$ cat config.mk
export PLATFORM = sky130hd
export DESIGN_NAME = isp_frame_arbiter_flat
export DESIGN_NICKNAME = d
export VERILOG_FILES = /design/src/rtl/isp_frame_arbiter_pkg.sv /design/src/rtl/isp_frame_arbiter_if.sv /design/src/rtl/isp_tag_pipe.sv /design/src/rtl/isp_frame_arbiter.sv /design/src/flat_wrapper.sv
export SDC_FILE = /design/constraint.sdc
export NUM_CORES = 1
export LEC_CHECK = 0
export CORE_ASPECT_RATIO = 1.25
export CORE_MARGIN = 10
export CORE_UTILIZATION = 23
export CTS_CLUSTER_SIZE = 25
export DETAILED_ROUTE_END_ITERATION = 6
export SYNTH_ARGS = -nofsm -noshare
export SYNTH_HDL_FRONTEND = slang
export SYNTH_SLANG_ARGS = --single-unit
$ cat constraint.sdc
create_clock -name clk -period 2.75 [get_ports clk]
set_input_delay 0.55 -clock clk [delete_from_list [all_inputs] [get_ports clk]]
set_output_delay 0.55 -clock clk [all_outputs]
set_load 0.005 [all_outputs]
$ cat src/rtl/isp_frame_arbiter_pkg.sv
// ---------------------------------------------------------------------------
// isp_frame_arbiter_pkg
// Shared ISP types for the frame arbiter and its tag pipeline.
//   DW_DEFAULT  : default pixel width (RGB565)
//   arb_state_t : arbiter FSM state (IDLE / GRANT0 / GRANT1)
//   tag_t       : per-pixel routing tag {valid, id, last}
// ---------------------------------------------------------------------------
package isp_frame_arbiter_pkg;

    localparam int unsigned DW_DEFAULT = 16;

    typedef enum logic [1:0] {
        IDLE   = 2'd0,
        GRANT0 = 2'd1,
        GRANT1 = 2'd2
    } arb_state_t;

    typedef struct packed {
        logic valid;
        logic id;
        logic last;
    } tag_t;

endpackage

$ cat src/rtl/isp_frame_arbiter_if.sv
// ---------------------------------------------------------------------------
// isp_frame_arbiter_if
// Bundles the two requester pixel streams, the shared-stage drive/return
// signals and the per-requester result streams.
//   slave  : arbiter side (takes requests, drives the stage, returns results)
//   master : environment side (requesters, stage, result consumers)
// ---------------------------------------------------------------------------
interface isp_frame_arbiter_if
    import isp_frame_arbiter_pkg::*;
#(
    parameter int unsigned DW = DW_DEFAULT
);
    logic          req0_valid;
    logic [DW-1:0] req0_data;
    logic          req0_last;
    logic          req0_ready;
    logic          req1_valid;
    logic [DW-1:0] req1_data;
    logic          req1_last;
    logic          req1_ready;

    logic [DW-1:0] st_din;
    logic          st_en;
    logic [DW-1:0] st_dout;
    logic          st_out_en;

    logic [DW-1:0] out0_data;
    logic          out0_en;
    logic          frame_done0;
    logic [DW-1:0] out1_data;
    logic          out1_en;
    logic          frame_done1;

    modport slave (
        input  req0_valid, req0_data, req0_last,
        input  req1_valid, req1_data, req1_last,
        output req0_ready, req1_ready,
        output st_din, st_en,
        input  st_dout, st_out_en,
        output out0_data, out0_en, frame_done0,
        output out1_data, out1_en, frame_done1
    );

    modport master (
        output req0_valid, req0_data, req0_last,
        output req1_valid, req1_data, req1_last,
        input  req0_ready, req1_ready,
        input  st_din, st_en,
        output st_dout, st_out_en,
        input  out0_data, out0_en, frame_done0,
        input  out1_data, out1_en, frame_done1
    );

endinterface

$ cat src/rtl/isp_tag_pipe.sv
// ---------------------------------------------------------------------------
// isp_tag_pipe
// STAGE_LAT-deep shift register of routing tags, used to follow pixels
// through a fixed-latency shared stage.
//   clk, rst_n : clock, asynchronous active-low reset
//   tag_in     : tag entering alongside the stage input strobe
//   tag_out    : tag aligned with the stage output strobe
//   any_valid  : some stage of the pipe holds a valid tag
// ---------------------------------------------------------------------------
module isp_tag_pipe
    import isp_frame_arbiter_pkg::*;
#(
    parameter int unsigned STAGE_LAT = 1
) (
    input  logic clk,
    input  logic rst_n,
    input  tag_t tag_in,
    output tag_t tag_out,
    output logic any_valid
);

    tag_t pipe [STAGE_LAT];

    always_ff @(posedge clk or negedge rst_n) begin
        if (!rst_n) begin
            for (int unsigned i = 0; i < STAGE_LAT; i++) begin
                pipe[i] <= '0;
            end
        end else begin
            pipe[0] <= tag_in;
            for (int unsigned i = 1; i < STAGE_LAT; i++) begin
                pipe[i] <= pipe[i-1];
            end
        end
    end

    assign tag_out = pipe[STAGE_LAT-1];

    always_comb begin
        any_valid = 1'b0;
        for (int unsigned i = 0; i < STAGE_LAT; i++) begin
            any_valid = any_valid | pipe[i].valid;
        end
    end

endmodule

$ cat src/rtl/isp_frame_arbiter.sv
// ---------------------------------------------------------------------------
// isp_frame_arbiter
// Shares one fixed-latency pixel stage between two frame sources. The grant
// is held for a whole frame; results are steered back to the owner through
// a tag pipeline that tracks the stage latency.
//   clk, rst_n    : clock, asynchronous active-low reset
//   cfg_en        : per-requester enable mask (sampled in IDLE only)
//   cfg_fixed_pri : 0 = round robin, 1 = requester 0 strict priority
//   bus           : requester streams, stage drive/return, result streams
//   busy          : grant held or results in flight
//   grant_id      : current / last owner
//   frame_cnt0/1  : completed-frame counters, present only when
//                   ISP_ARB_STATS_EN is defined
// ---------------------------------------------------------------------------
module isp_frame_arbiter
    import isp_frame_arbiter_pkg::*;
#(
    parameter int unsigned STAGE_LAT = 1,
    parameter int unsigned DW        = DW_DEFAULT
) (
    input  logic                clk,
    input  logic                rst_n,
    input  logic [1:0]          cfg_en,
    input  logic                cfg_fixed_pri,
    isp_frame_arbiter_if.slave  bus,
    output logic                busy,
    output logic                grant_id
`ifdef ISP_ARB_STATS_EN
    ,
    output logic [15:0]         frame_cnt0,
    output logic [15:0]         frame_cnt1
`endif
);

    arb_state_t    state;
    logic          last_winner;
    logic          ready0;
    logic          ready1;
    logic          st_en_q;
    logic [DW-1:0] st_din_q;
    tag_t          stage_tag;
    tag_t          tag_out;
    logic          pipe_busy;

    logic xfer0, xfer1;
    logic elig0, elig1;
    logic pick0;
    logic out0_en, out1_en;
    logic done0, done1;

    assign xfer0 = bus.req0_valid & ready0;
    assign xfer1 = bus.req1_valid & ready1;
    assign elig0 = bus.req0_valid & cfg_en[0];
    assign elig1 = bus.req1_valid & cfg_en[1];
    // On a round-robin tie the requester opposite the last winner goes next.
    assign pick0 = elig0 & (cfg_fixed_pri | ~elig1 | last_winner);

    always_ff @(posedge clk or negedge rst_n) begin
        if (!rst_n) begin
            state       <= IDLE;
            last_winner <= 1'b1;
            ready0      <= 1'b0;
            ready1      <= 1'b0;
            grant_id    <= 1'b0;
            st_en_q     <= 1'b0;
            st_din_q    <= '0;
            stage_tag   <= '0;
        end else begin
            st_en_q         <= xfer0 | xfer1;
            st_din_q        <= xfer0 ? bus.req0_data : (xfer1 ? bus.req1_data : '0);
            stage_tag.valid <= xfer0 | xfer1;
            stage_tag.id    <= xfer1;
            // Only the owner's last is honoured, since only the owner transfers.
            stage_tag.last  <= (xfer0 & bus.req0_last) | (xfer1 & bus.req1_last);

            case (state)
                IDLE: begin
                    if (pick0) begin
                        state    <= GRANT0;
                        ready0   <= 1'b1;
                        grant_id <= 1'b0;
                    end else if (elig1) begin
                        state    <= GRANT1;
                        ready1   <= 1'b1;
                        grant_id <= 1'b1;
                    end
                end
                GRANT0: begin
                    if (xfer0 && bus.req0_last) begin
                        state       <= IDLE;
                        ready0      <= 1'b0;
                        last_winner <= 1'b0;
                    end
                end
                GRANT1: begin
                    if (xfer1 && bus.req1_last) begin
                        state       <= IDLE;
                        ready1      <= 1'b0;
                        last_winner <= 1'b1;
                    end
                end
                default: begin
                    state  <= IDLE;
                    ready0 <= 1'b0;
                    ready1 <= 1'b0;
                end
            endcase
        end
    end

    // stage_tag is the tag stage aligned with st_en; the pipe adds STAGE_LAT.
    isp_tag_pipe #(
        .STAGE_LAT (STAGE_LAT)
    ) u_tag_pipe (
        .clk       (clk),
        .rst_n     (rst_n),
        .tag_in    (stage_tag),
        .tag_out   (tag_out),
        .any_valid (pipe_busy)
    );

    assign out0_en = bus.st_out_en & tag_out.valid & ~tag_out.id;
    assign out1_en = bus.st_out_en & tag_out.valid &  tag_out.id;
    assign done0   = out0_en & tag_out.last;
    assign done1   = out1_en & tag_out.last;

    assign bus.req0_ready  = ready0;
    assign bus.req1_ready  = ready1;
    assign bus.st_en       = st_en_q;
    assign bus.st_din      = st_din_q;
    assign bus.out0_en     = out0_en;
    assign bus.out1_en     = out1_en;
    assign bus.out0_data   = out0_en ? bus.st_dout : '0;
    assign bus.out1_data   = out1_en ? bus.st_dout : '0;
    assign bus.frame_done0 = done0;
    assign bus.frame_done1 = done1;

    assign busy = (state != IDLE) | stage_tag.valid | pipe_busy;

`ifdef ISP_ARB_STATS_EN
    always_ff @(posedge clk or negedge rst_n) begin
        if (!rst_n) begin
            frame_cnt0 <= '0;
            frame_cnt1 <= '0;
        end else begin
            if (done0) frame_cnt0 <= frame_cnt0 + 16'd1;
            if (done1) frame_cnt1 <= frame_cnt1 + 16'd1;
        end
    end
`endif

endmodule

$ cat src/flat_wrapper.sv
// flat-port wrapper written by rule: the top's interface ports become plain ports
module isp_frame_arbiter_flat import isp_frame_arbiter_pkg::*;
#(
    parameter int unsigned STAGE_LAT = 1,
    parameter int unsigned DW        = DW_DEFAULT
)
  (clk, rst_n, cfg_en, cfg_fixed_pri, busy, grant_id, bus_req0_valid, bus_req0_data, bus_req0_last, bus_req1_valid, bus_req1_data, bus_req1_last, bus_req0_ready, bus_req1_ready, bus_st_din, bus_st_en, bus_st_dout, bus_st_out_en, bus_out0_data, bus_out0_en, bus_frame_done0, bus_out1_data, bus_out1_en, bus_frame_done1);
  isp_frame_arbiter_if #(.DW(DW)) bus_i ();
  input  logic clk;
  input  logic rst_n;
  input  logic [1:0] cfg_en;
  input  logic cfg_fixed_pri;
  output logic busy;
  output logic grant_id;
  input wire logic [$bits(bus_i.req0_valid)-1:0] bus_req0_valid;
  input wire logic [$bits(bus_i.req0_data)-1:0] bus_req0_data;
  input wire logic [$bits(bus_i.req0_last)-1:0] bus_req0_last;
  input wire logic [$bits(bus_i.req1_valid)-1:0] bus_req1_valid;
  input wire logic [$bits(bus_i.req1_data)-1:0] bus_req1_data;
  input wire logic [$bits(bus_i.req1_last)-1:0] bus_req1_last;
  output wire logic [$bits(bus_i.req0_ready)-1:0] bus_req0_ready;
  output wire logic [$bits(bus_i.req1_ready)-1:0] bus_req1_ready;
  output wire logic [$bits(bus_i.st_din)-1:0] bus_st_din;
  output wire logic [$bits(bus_i.st_en)-1:0] bus_st_en;
  input wire logic [$bits(bus_i.st_dout)-1:0] bus_st_dout;
  input wire logic [$bits(bus_i.st_out_en)-1:0] bus_st_out_en;
  output wire logic [$bits(bus_i.out0_data)-1:0] bus_out0_data;
  output wire logic [$bits(bus_i.out0_en)-1:0] bus_out0_en;
  output wire logic [$bits(bus_i.frame_done0)-1:0] bus_frame_done0;
  output wire logic [$bits(bus_i.out1_data)-1:0] bus_out1_data;
  output wire logic [$bits(bus_i.out1_en)-1:0] bus_out1_en;
  output wire logic [$bits(bus_i.frame_done1)-1:0] bus_frame_done1;
  assign bus_i.req0_valid = bus_req0_valid;
  assign bus_i.req0_data = bus_req0_data;
  assign bus_i.req0_last = bus_req0_last;
  assign bus_i.req1_valid = bus_req1_valid;
  assign bus_i.req1_data = bus_req1_data;
  assign bus_i.req1_last = bus_req1_last;
  assign bus_req0_ready = bus_i.req0_ready;
  assign bus_req1_ready = bus_i.req1_ready;
  assign bus_st_din = bus_i.st_din;
  assign bus_st_en = bus_i.st_en;
  assign bus_i.st_dout = bus_st_dout;
  assign bus_i.st_out_en = bus_st_out_en;
  assign bus_out0_data = bus_i.out0_data;
  assign bus_out0_en = bus_i.out0_en;
  assign bus_frame_done0 = bus_i.frame_done0;
  assign bus_out1_data = bus_i.out1_data;
  assign bus_out1_en = bus_i.out1_en;
  assign bus_frame_done1 = bus_i.frame_done1;
  isp_frame_arbiter #(.STAGE_LAT(STAGE_LAT), .DW(DW)) u_core (.clk(clk), .rst_n(rst_n), .cfg_en(cfg_en), .cfg_fixed_pri(cfg_fixed_pri), .bus(bus_i), .busy(busy), .grant_id(grant_id));
endmodule
==> results.toml <==
[pwr]
p_clk_frac = 0.155
p_sw_mw = 0.424
p_leak_nw = 1.07
seq_power_share = 0.418
vdd_drop_max_mv = 0.269
switching_share = 0.291
power.share.combinational = 0.427
power_density_nw_per_um2 = 564
intPower_mw = 1.04

[final_layout]
num-nets-final = 293
final_area_um2 = 2590
final_cell_mix = "clkdlybuf4s50_1 (114), and2_1 (35), dfrtp_1 (27)"
mostFrequentLayoutCell = "clkdlybuf4s50_1"
num_antenna_cells = 0
fill_cells = 543
area_growth_syn_to_layout_pct = 94.3
drive_gt1_frac = 0.0427
layout.cells.non_filler = 298

[die]
dieHeight_um = 105
initial_core_util = 0.241
row_count = 30
io-pin-count = 115
dieArea_um2 = 9260
core_area_um2 = 5520
die_width_um = 88.1

[min_path]
hold_end = "u_core.u_tag_pipe.tag_out[1]"
min_from = "u_core.stage_tag[1]"
hp-class = "flip-flop to flip-flop"
holdPathStages = 0

[yosys]
synth_fa_ha_area_frac = 0
synth_compound_area_frac = 0.157
synth.top_cell.area_share = 0.507
synth_area_um2 = 1330
synthArstFlopShare = 1.00
synth_top_family_by_area = "simple AND/OR/NAND/NOR gates"
synth_cells = 120
synth_simple_gate_area_share = 0.269
yosysSeqAreaShare = 0.527
synth_edf_count = 0
synth.area.mux_share = 0
ys.warnings.count = 0
yosysUniqueCellTypes = 26
synth_area_leaders = "dfrtp_1 (51%), and2_1 (16%), a22o_1 (11%)"
synth_ff_type = "dfrtp_1"
synth-xor-area-share = 0
yosysTopAreaCell = "dfrtp_1"
synth-seq-cells = 28
synth_nets = 178
avgSynthCellArea_um2 = 11.1

[timing]
rsz0062_at_grt = "no"
slew_headroom = 0.665
tightest_slew_ns = 0.503
finalSetupViolCount = 0
finClkSkew_ns = 0.00542
setup_tns_ns = 0
min_period_over_period = 0.933
fmax_mhz = 390
layout_min_cycle_time_ns = 2.56
finalHoldViolCount = 0
drv_slew = 0
fin_hold_ws_ns = 0.360

[drt]
drtIter0Drc = 26
via_count = 1330
wl_um = 4760
dr.pass1.iters = 3
avgViaCountPerCell = 4.46
wire_per_inst_um = 16.0
ant_nets = 0
drc_errors = 0

[worst_setup_path]
cp-start-kind = "input port"
rr_endpoint = "u_core.bus.st_din[4]"
slowest_stage = "clkdlybuf4s50_1"
cp_common_cell = "clkdlybuf4s50_1"
r2r-start = "u_core.bus.req0_ready"
reg2regPathDepth = 3
critPathKind = "input port to output pin"
worstPathArrival_ns = 2.01
critPathCaptureType = "output pin"
required_ns = 2.20
path_cells = "clkdlybuf4s50_1 -> and3_1 -> buf_12 -> and2_1 -> clkdlybuf4s50_1"
path_max_fanout = 18
rrSetupSlack_ns = 1.42
max_stage_delay_ns = 0.51

[place]
hpwl_um = 4000
place_congestion = 0.667
place_area_um2 = 2540
port-buffer-count = 114
dp.cells = 294

[global_route]
top_usage_layer = "met2"
met3_usage = 0.0521
grt_overflow = 0
grt_pass1_wl_um = 6980
grt_use_met1 = 0.0998
grt_usage = 0.0945
antenna_found_initial = 0
grt_max_degree = 29
grt_pass1_vias = 1358
use_met2 = 0.157

[clocking]
cts_buffers = 3
cts_tree = "built"
clk_latency_ns = 0.27
clk_pin_slew_ns = 0.09
cts-resized-gates = 0
ctsHoldBuffers = 0
htreeDepth = 1
cts_root_buf = "clkbuf_8"
cts_sinks = 28
cts_setup_buffers = 0
cts_max_path_buffers = 2

[outcome]
status = "finished clean"

[job]
cap_violations = 0
## through the flow
stage          power (mW)   util  setup slack (ns)
2_1_floorplan       0.842      -              1.04
3_3_place_gp         1.25  0.461             0.184
3_5_place_dp         1.26  0.461             0.172
4_1_cts              1.49  0.469             0.165
5_1_grt              1.56  0.469             0.104
6_report             1.46  0.469             0.185
## worst max-delay path, delay by kind of cell
| family | cells | cell delay, ns |
|---|---|---|
| buffers and inverters | 3 | 1.13 |
| AND/OR/NAND/NOR | 2 | 0.32 |
## sequential cells by signal (all words and copies together), names as in the netlist
name                         count
u_core.stage_tag                 2
u_core.state                     2
u_core.bus.st_en                 1
u_core.bus.req1_ready            1
u_core.u_tag_pipe.any_valid      1
u_core.u_tag_pipe.tag_out        2
u_core.grant_id                  1
u_core.bus.req0_ready            1
u_core.last_winner               1
u_core.bus.st_din               16
## worst max path at each step
stage	from	endpoint	slack (ns)	cells after the start
2_1_floorplan	bus_st_out_en	bus_out0_data[10]	1.04	4
3_3_place_gp	bus_st_out_en	bus_out1_data[11]	0.18	5
3_5_place_dp	bus_st_out_en	bus_out1_data[11]	0.17	5
4_1_cts	bus_st_out_en	bus_out1_data[11]	0.17	5
5_1_grt	bus_st_out_en	bus_out0_data[11]	0.10	6
6_report	bus_st_out_en	bus_out1_data[13]	0.19	5
## layout make-up
class	count	area, µm²	area share
clock buffer	4	45.0	0.0174
multi-input combinational	81	567	0.219
inverter	3	11.3	0.00435
tap	64	80.1	0.0309
timing repair buffer	118	1180	0.457
sequential	28	702	0.271
## power groups by stage
stage | logic, mW | clock network [mW] | registers (mW)
5_1_grt | 0.681 | 0.253 | 0.631
4_1_cts | 0.639 | 0.238 | 0.611
3_5_place_dp | 0.636 | 0 | 0.621
2_1_floorplan | 0.250 | 0 | 0.592
6_report | 0.623 | 0.227 | 0.610
3_3_place_gp | 0.632 | 0 | 0.616
## synth_stat cells, drive strengths merged, types with 2 or more instances
| cell | n |
|---|---|
| and2 | 35 |
| dfrtp | 27 |
| a22o | 16 |
| buf | 8 |
| nand2 | 5 |
| nor2 | 5 |
| inv | 3 |
| nand3 | 3 |
| nor2b | 2 |
| o31ai | 2 |
## metal layers
metal | up-vias | part of all wire
met5 | - | 0
met3 | 2 | 0.17
met1 | 598 | 0.39
met4 | 0 | 0.0050
met2 | 87 | 0.43
li1 | 643 | -
## kinds of logic after synthesis
family,count (synthesis)
AND/OR/NAND/NOR,56
flip-flops,28
buffers and inverters,11
AO/OA/AOI/OAI,25
Note: power is estimated with default switching activity, not from simulation.
